$ cat src/rtl/fetch_decode_link_pkg.sv
// Constants and helpers shared by the fetch unit, the D-stage controller
// and the IF/ID link: reset values, NPC select encodings, branch offset.
package fetch_decode_link_pkg;

  localparam int          DATA_W    = 32;
  localparam logic [31:0] RESET_PC  = 32'h0000_3000;
  localparam logic [31:0] NOP_INSTR = 32'h0000_0000;

  typedef enum logic [1:0] {
    NPC_SEQ = 2'b00,
    NPC_BR  = 2'b01,
    NPC_J   = 2'b10,
    NPC_JR  = 2'b11
  } npc_sel_e;

  // Word offset of a branch immediate, already scaled to bytes.
  function automatic logic signed [DATA_W-1:0] br_offset(input logic [15:0] imm);
    logic signed [DATA_W-1:0] off;
    off = {{(DATA_W-18){imm[15]}}, imm, 2'b00};
    return off;
  endfunction

endpackage

$ cat src/rtl/fetch_decode_link_npc_calc.sv
// Combinational next-PC mux. Redirect targets are formed from the D-stage
// PC, so the F-stage instruction behind a control op is its delay slot.
module npc_calc
  import fetch_decode_link_pkg::*;
(
  input  logic [1:0]        sel,
  input  logic [DATA_W-1:0] pc,
  input  logic [DATA_W-1:0] d_pc,
  input  logic [25:0]       d_target,
  input  logic [DATA_W-1:0] rs_val,
  output logic [DATA_W-1:0] npc
);

  logic signed [DATA_W-1:0] br_off;
  logic        [DATA_W-1:0] seq_pc;
  logic        [DATA_W-1:0] br_pc;
  logic        [DATA_W-1:0] j_pc;

  assign br_off = br_offset(d_target[15:0]);
  assign seq_pc = pc + 32'd4;
  assign br_pc  = d_pc + 32'd4 + $unsigned(br_off);
  assign j_pc   = {d_pc[31:28], d_target, 2'b00};

  always_comb begin
    npc = seq_pc;
    case (sel)
      NPC_SEQ: npc = seq_pc;
      NPC_BR:  npc = br_pc;
      NPC_J:   npc = j_pc;
      NPC_JR:  npc = rs_val;
      default: npc = seq_pc;
    endcase
  end

endmodule

$ cat src/rtl/fetch_decode_link.sv
// IF/ID pipeline register on the consumer side of the fetch interface, the
// NPC return path, and fetch/stall performance counters.
module fetch_decode_link
  import fetch_decode_link_pkg::*;
#(
  parameter logic [31:0] RESET_PC  = fetch_decode_link_pkg::RESET_PC,
  parameter logic [31:0] NOP_INSTR = fetch_decode_link_pkg::NOP_INSTR
) (
  input  logic        clk,
  input  logic        reset,
  input  logic        Stall,
  input  logic [31:0] PC,
  input  logic [31:0] instr,
  input  logic [1:0]  D_npc_sel,
  input  logic [31:0] D_rs_val,
  output logic [31:0] NPC,
  output logic [31:0] D_PC,
  output logic [31:0] D_instr,
  output logic [31:0] fetch_cnt,
  output logic [31:0] stall_cnt
);

  logic [DATA_W-1:0] pc_p1;
  logic [DATA_W-1:0] instr_p1;
  logic [31:0]       fetch_cnt_q;
  logic [31:0]       stall_cnt_q;

  // F -> D boundary: freezes together with the fetch unit's PC on Stall.
  always_ff @(posedge clk) begin
    if (reset) begin
      pc_p1    <= RESET_PC;
      instr_p1 <= NOP_INSTR;
    end else if (!Stall) begin
      pc_p1    <= PC;
      instr_p1 <= instr;
    end
  end

  always_ff @(posedge clk) begin
    if (reset) begin
      fetch_cnt_q <= '0;
      stall_cnt_q <= '0;
    end else if (Stall) begin
      stall_cnt_q <= stall_cnt_q + 32'd1;
    end else begin
      fetch_cnt_q <= fetch_cnt_q + 32'd1;
    end
  end

  npc_calc u_npc_calc (
    .sel      (D_npc_sel),
    .pc       (PC),
    .d_pc     (pc_p1),
    .d_target (instr_p1[25:0]),
    .rs_val   (D_rs_val),
    .npc      (NPC)
  );

  assign D_PC      = pc_p1;
  assign D_instr   = instr_p1;
  assign fetch_cnt = fetch_cnt_q;
  assign stall_cnt = stall_cnt_q;

endmodule

$ cat config.mk
export PLATFORM = sky130hd
export DESIGN_NAME = fetch_decode_link
export DESIGN_NICKNAME = d
export VERILOG_FILES = /design/src/rtl/fetch_decode_link_pkg.sv /design/src/rtl/fetch_decode_link_npc_calc.sv /design/src/rtl/fetch_decode_link.sv
export SDC_FILE = /design/constraint.sdc
export NUM_CORES = 1
export LEC_CHECK = 0
export ABC_AREA = 1
export BUFFER_PORTS_ARGS = -buffer_cell sky130_fd_sc_hd__buf_2
export CAP_MARGIN = 10
export CORE_ASPECT_RATIO = 0.7
export CORE_UTILIZATION = 35
export DETAILED_ROUTE_END_ITERATION = 12
export GPL_ROUTABILITY_DRIVEN = 0
export PLACE_DENSITY_LB_ADDON = 0.08
export SLEW_MARGIN = 10
export SYNTH_ARGS = -nofsm -noshare
export SYNTH_HDL_FRONTEND = slang
export SYNTH_SLANG_ARGS = --single-unit
$ cat constraint.sdc
create_clock -name clk -period 3.8 [get_ports clk]
set_input_delay 0.19 -clock clk [delete_from_list [all_inputs] [get_ports clk]]
set_output_delay 0.19 -clock clk [all_outputs]
set_load 0.05 [all_outputs]
==> impl_metrics.json, run 1 <==
{
  "initial_core_util": 0.357,
  "start_kind": "flop",
  "clock_skew_ns": 0.0105,
  "cap_violations": 0,
  "p_int_mw": 2.80,
  "tritoncts": "done",
  "antenna_found_initial": 3,
  "power_leakage_nw": 6.18,
  "hold_viol_final": 0,
  "end_kind": "primary output",
  "seq_power_share": 0.332,
  "pwr-share-clk": 0.410,
  "num_rows": 50,
  "swShare": 0.362,
  "vias": 11159,
  "combPwrFrac": 0.259,
  "yosys_warnings": 0,
  "crit_slowest_cell": "dfxtp_1",
  "dieArea_mm2": 0.0281,
  "drt-vias-per-instance": 5.03,
  "reg2reg_setup_slack_ns": 1.81,
  "drive_gt1_frac": 0.189,
  "final_cells": 2220,
  "syn2layout_area_growth_pct": 26.6,
  "syn_inst": 1569,
  "synth_edf_count": 0,
  "power_density_mw_per_mm2": 361,
  "timing.hold.ws_ns": 0.0116,
  "cts.sinks": 128,
  "grt_pass1_wl_mm": 58.0,
  "critPathTopFamily": "simple AND/OR/NAND/NOR gates",
  "clockBufferDepth": 2,
  "clock_latency_ns": 0.44,
  "grt_max_degree": 54,
  "worstSetupPathType": "reg2out",
  "ys_seq_area_frac": 0.267,
  "synthDistinctLibCells": 46,
  "period_needed_ns": 3.40,
  "synth-seq-cells": 128,
  "postSynthAreaPerCell_um2": 6.11,
  "dp_cells": 2165,
  "worstPathArrival_ns": 3.21,
  "async_flop_share": 0,
  "cts_made_buffers": 17,
  "numPortBuffers": 260,
  "setup_viol": 0,
  "routed_wl_mm": 38.5,
  "crit_path_frequent_cell": "nand3_1",
  "slew_viol_final": 0,
  "grt_pass1_vias": 10017,
  "io_pins": 261,
  "path_max_fanout": 5,
  "syn-cell-area_mm2": 0.00959,
  "h-tree-depth": 4,
  "min_period_over_period": 0.895,
  "synth_top_flop_cell": "dfxtp_1",
  "core_area_mm2": 0.0268,
  "path_cells": "ha_1 > ha_1 > nand2_1 > nor2_1 > nand3_1 > nand3_1 > nand3_1 > nand3_1 > nand3_1 > nand3_1 > buf_2",
  "drt-pass1-iter-count": 6,
  "grt-ovfl-total": 0,
  "maxSlewHeadroom": 0.359,
  "netSwitchingPower_mw": 1.58,
  "hp-class": "in2reg",
  "die_w_um": 200,
  "die_h_um": 141,
  "critical_path_buf_inv_count": 1,
  "hpwlAfterDp_mm": 30.5,
  "timing.setup.tns_ns": 0,
  "ir_drop_mv": 0.291,
  "syn_nets": 1731,
  "timing.fmax_ghz": 0.294,
  "rsz0062_at_grt": "false",
  "first_iter_violations": 872,
  "drc": 0,
  "postRouteAntennaNets": 0,
  "path_clk_slew_ns": 0.06,
  "nets": 2005,
  "cts_root_buf": "clkbuf_16",
  "tightest_slew_ns": 0.961,
  "n_fill_cell": 2914,
  "grtUsageTotal": 0.272,
  "max_stage_delay_ns": 0.46,
  "required_ns": 3.61,
  "status": "complete, no violations",
  "wl_per_cell_um": 17.3
}
[layout by cell type (no fill, tap or decap), types with 3 or more instances in the layout]
cell	n
nand2_1	422
buf_2	260
nor2_1	230
inv_1	203
dfxtp_1	127
nand3_1	106
o21ai_0	90
a21oi_1	71
ha_1	60
nor3_1	49
nand4_1	38
dlygate4sd3_1	23
xor2_1	19
clkbuf_16	17
a22o_1	13
buf_4	13
nand3b_1	12
xnor2_1	10
nor2_2	8
nand2_2	7
nor2_4	5
a221oi_1	5
or2_2	5
a22oi_1	4
inv_2	4
nand3_2	4
o21a_1	4
and2_1	3
nand2_4	3
nor3b_2	3
a211oi_1	3
clkbuf_8	3
inv_6	3
clkinvlp_4	3
bufinv_16	3
[worst paths after layout]
kind                            depth (start not counted)                         end                      start
worst min-delay path                                    3    D_instr[13]$_SDFFE_PP0N_                  instr[13]
worst max register to register                          8  fetch_cnt[26]$_SDFFE_PP0N_  fetch_cnt[1]$_SDFFE_PP0N_
worst max-delay path                                   11                     NPC[21]   D_instr[10]$_SDFFE_PP0N_
worst min register to register                          2        D_PC[2]$_SDFFE_PP0N_       D_PC[2]$_SDFFE_PP0N_
[power groups by stage]
stage	clock network [mW]	logic [mW]	registers, mW
6_report	1.80	1.13	1.45
2_1_floorplan	0	0.595	1.64
5_1_grt	1.88	1.22	1.46
4_1_cts	1.82	1.13	1.45
3_5_place_dp	0	1.11	1.48
3_3_place_gp	0	1.10	1.48
[cell families after synthesis]
| kind of cell | after synthesis | synth area share |
|---|---|---|
| compound gates | 198 | 0.115 |
| xor+xnor | 29 | 0.0265 |
| fa+ha+maj | 61 | 0.0803 |
| buf+inv | 248 | 0.0987 |
| flops | 128 | 0.267 |
| simple gates | 905 | 0.412 |
[tightest hold or removal path, stage by stage]
cell and delay [ns]:
buf_2 0.08, o21ai_0 0.07, nor2_1 0.07
[area by class of cell]
cell class | instances | area, um2 | share of cell area
multi-input combinational | 1193 | 6100 | 0.502
tap | 364 | 455 | 0.0375
inverter | 207 | 777 | 0.0640
antenna | 1 | 2.50 | 0.000206
clock inverter | 11 | 153 | 0.0126
timing repair buffer | 296 | 1630 | 0.134
sequential | 128 | 2560 | 0.211
clock buffer | 20 | 467 | 0.0384
[cells in the mapped netlist, types with 3 or more instances]
master    count  share of area
nor2_4        4         0.0047
buf_1         7         0.0027
nor3b_2       3         0.0039
a22oi_1       4         0.0031
nand2_1     422           0.17
nand2_2       7         0.0046
clkbuf_1     30          0.012
dfxtp_1     128           0.27
a211oi_1      3         0.0023
and2_1        3         0.0020
nand3b_1     12         0.0094
o21ai_0      90          0.047
inv_1       204          0.080
or2_2         5         0.0033
nor3_1       49          0.026
a221oi_1      5         0.0046
a21oi_1      71          0.037
nor2_1      233          0.091
o21a_1        4         0.0031
xnor2_1      10         0.0091
nand3_2       4         0.0042
nand4_1      38          0.025
ha_1         60          0.078
nand3_1     106          0.055
a22o_1       13          0.012
xor2_1       19          0.017
inv_2         3         0.0012
nand2_4       3         0.0035
nor2_2        6         0.0039
[per-layer routing]
layer,routed length (um),up-vias,track usage
met5,10,-,0
met4,378,2,0.0562
met1,19300,5047,0.413
met2,15300,449,0.387
met3,3460,30,0.0590
li1,-,5631,-
[metrics by stage]
step	area [um2]	power (mW)	setup slack, ns	util
after floorplan	9590	2.23	0.674	-
after detailed placement	11300	2.59	0.681	0.421
after CTS	12100	4.40	0.191	0.452
after global routing	12100	4.56	0.266	0.452
after global placement	11300	2.58	0.766	0.421
final	12100	4.38	0.397	0.452
[state kept, by name (all words and copies together) (netlist names)]
signal and cells:
fetch_cnt 32, D_instr 32, stall_cnt 32, D_PC 32
[timing repair]
action | CTS | global route
gates resized for setup | 0 | 1
setup buffers | 0 | 0
endpoints found under the hold margin | 23 | 0
hold buffers | 23 | 0
setup endpoints to repair | 0 | 2
(Power assumes the default switching activity.)
==> run 2, diff against run 1 <==
--- a/config.mk
+++ b/config.mk
@@ -9,7 +9,8 @@
 export BUFFER_PORTS_ARGS = -buffer_cell sky130_fd_sc_hd__buf_2
 export CAP_MARGIN = 10
 export CORE_ASPECT_RATIO = 0.7
-export CORE_UTILIZATION = 35
+export CORE_UTILIZATION = 40
+export CTS_CLUSTER_SIZE = 40
 export DETAILED_ROUTE_END_ITERATION = 12
 export GPL_ROUTABILITY_DRIVEN = 0
 export PLACE_DENSITY_LB_ADDON = 0.08
==> run 2 against run 1 <==
  * Utilization increased by 5.9 points
  * Critical path type unchanged
  * Highest routed layer is now met4
  * Sequential cell count unchanged
  * Count of clock-buffer cells in the layout increased by 4
  * First-iteration DRC count increased by 7.1%
  * Clock skew decreased by 0.0024 ns
  * Sequential power about the same
  * Sequential share of layout area increased by 0.16 points
  * Largest cell class unchanged
==> impl_metrics.json, run 2 (same netlist as run 1, synthesis figures left out) <==
{
  "utilization": 0.511,
  "crit_slowest_cell": "dfxtp_1",
  "start_kind": "flop",
  "total_power_mw": 4.36,
  "setup_viol": 0,
  "place_ws_ns": 0.718,
  "core_area_mm2": 0.0236,
  "postLayoutSetupSlackWorst_ns": 0.381,
  "die_h_um": 132,
  "wl_per_cell_um": 17.1,
  "hold_viol_final": 0,
  "worstSetupPathType": "reg2out",
  "antenna_found_initial": 4,
  "nets": 2001,
  "final_area_mm2": 0.0121,
  "max_stage_delay_ns": 0.44,
  "path_max_fanout": 5,
  "vias": 11204,
  "timing.setup.tns_ns": 0,
  "cts_root_buf": "clkbuf_16",
  "grt_max_degree": 74,
  "initial_core_util": 0.407,
  "io_pins": 261,
  "required_ns": 3.61,
  "drt-pass1-iter-count": 5,
  "grtUsageTotal": 0.296,
  "cap_violations": 0,
  "slew_viol_final": 0,
  "place_area_mm2": 0.0112,
  "rsz0062_at_grt": "false",
  "path_cells": "ha_1 > ha_1 > nand2_1 > nor2_1 > nand3_1 > nand3_1 > nand3_1 > nand3_1 > nand3_1 > nand3_1 > buf_2",
  "postRouteAntennaNets": 0,
  "dp_cells": 2117,
  "timing.hold.ws_ns": 0.0159,
  "drive_gt1_frac": 0.187,
  "n_fill_cell": 2457,
  "numPortBuffers": 260,
  "path_clk_slew_ns": 0.06,
  "tritoncts": "done",
  "final_cells": 2172,
  "cts_made_buffers": 17,
  "drt-vias-per-instance": 5.16,
  "clock_skew_ns": 0.00809,
  "power_leakage_nw": 6.18,
  "postCtsSetupRepairBufs": 0,
  "crit_path_frequent_cell": "nand3_1",
  "grt_pass1_vias": 10072,
  "cts.sinks": 128,
  "hp-class": "in2reg",
  "drc": 0,
  "grt-ovfl-total": 0,
  "maxSlewHeadroom": 0.323,
  "clock_latency_ns": 0.43,
  "critPathTopFamily": "simple AND/OR/NAND/NOR gates",
  "critical_path_buf_inv_count": 1,
  "period_needed_ns": 3.42,
  "end_kind": "primary output",
  "layout_common_cells": "422 x nand2_1, 260 x buf_2, 230 x nor2_1, 203 x inv_1, 127 x dfxtp_1",
  "ir_drop_mv": 0.318,
  "reg2reg_setup_slack_ns": 1.78,
  "die_w_um": 187,
  "dieArea_mm2": 0.0246,
  "hpwlAfterDp_mm": 28.8,
  "worstPathArrival_ns": 3.23,
  "h-tree-depth": 4,
  "timing.fmax_ghz": 0.293,
  "first_iter_violations": 934,
  "num_rows": 47,
  "status": "complete, no violations",
  "final_common_cell": "nand2_1",
  "min_period_over_period": 0.900,
  "grt_pass1_wl_mm": 56.6,
  "syn2layout_area_growth_pct": 25.6,
  "power_density_mw_per_mm2": 361,
  "routed_wl_mm": 37.1,
  "clockBufferDepth": 2,
  "tightest_slew_ns": 1.02
}
## run 2: cell types whose count changed in the layout (fill, tap and decap cells not counted)
| cell | previous run | this run |
|---|---|---|
| clkbuf_1 | 0 | 3 |
| clkinvlp_4 | 3 | 0 |
| buf_4 | 13 | 11 |
| dlygate4sd3_1 | 23 | 21 |
| inv_6 | 3 | 1 |
| clkbuf_8 | 3 | 4 |
| clkinv_2 | 1 | 2 |
| clkinv_4 | 1 | 2 |
| diode_2 | 1 | 2 |
## run 2: layer usage
metal | GRT usage | vias up | share of wire | wire length (um)
met5 | 0 | - | 0 | 0
met4 | 0.0701 | 0 | 0.011 | 412
met3 | 0.0700 | 34 | 0.093 | 3450
met2 | 0.409 | 484 | 0.39 | 14600
met1 | 0.452 | 5075 | 0.50 | 18600
li1 | - | 5611 | - | -
## run 2: worst min-delay path: cells and delay by family
family          cells  cell delay, ns
compound gates      1            0.06
simple gates        1            0.08
buf+inv             1            0.07
## run 2: layout make-up
| type | count | area (um2) | area share |
|---|---|---|---|
| Multi-Input combinational cell | 1193 | 6100 | 0.506 |
| Inverter | 207 | 777 | 0.0645 |
| Sequential cell | 128 | 2560 | 0.213 |
| Clock buffer | 24 | 492 | 0.0408 |
| Antenna cell | 2 | 5.00 | 0.000415 |
| Tap cell | 318 | 398 | 0.0330 |
| Clock inverter | 8 | 126 | 0.0105 |
| Timing Repair Buffer | 292 | 1590 | 0.132 |
## run 2: repair_timing
item,in CTS,in global routing
resized for setup,0,1
hold buffers,21,0
hold endpoints to repair,21,0
endpoints found under the setup margin,0,2
## run 2: final timing paths
kind,end,start,cells past startpoint
hold / removal,D_instr[23]$_SDFFE_PP0N_,instr[23],3
setup / recovery,NPC[21],D_instr[10]$_SDFFE_PP0N_,11
setup reg to reg,stall_cnt[30]$_SDFFE_PP0P_,stall_cnt[0]$_SDFFE_PP0P_,10
hold reg to reg,D_instr[31]$_SDFFE_PP0N_,D_instr[31]$_SDFFE_PP0N_,2
## run 2: report_power, final
group / leakage (nW) / internal (mW) / switching (mW)
Sequential: 1.05 / 1.39 / 0.0592
Combinational: 4.82 / 0.311 / 0.810
Clock: 0.305 / 1.11 / 0.677
Total: 6.18 / 2.81 / 1.55
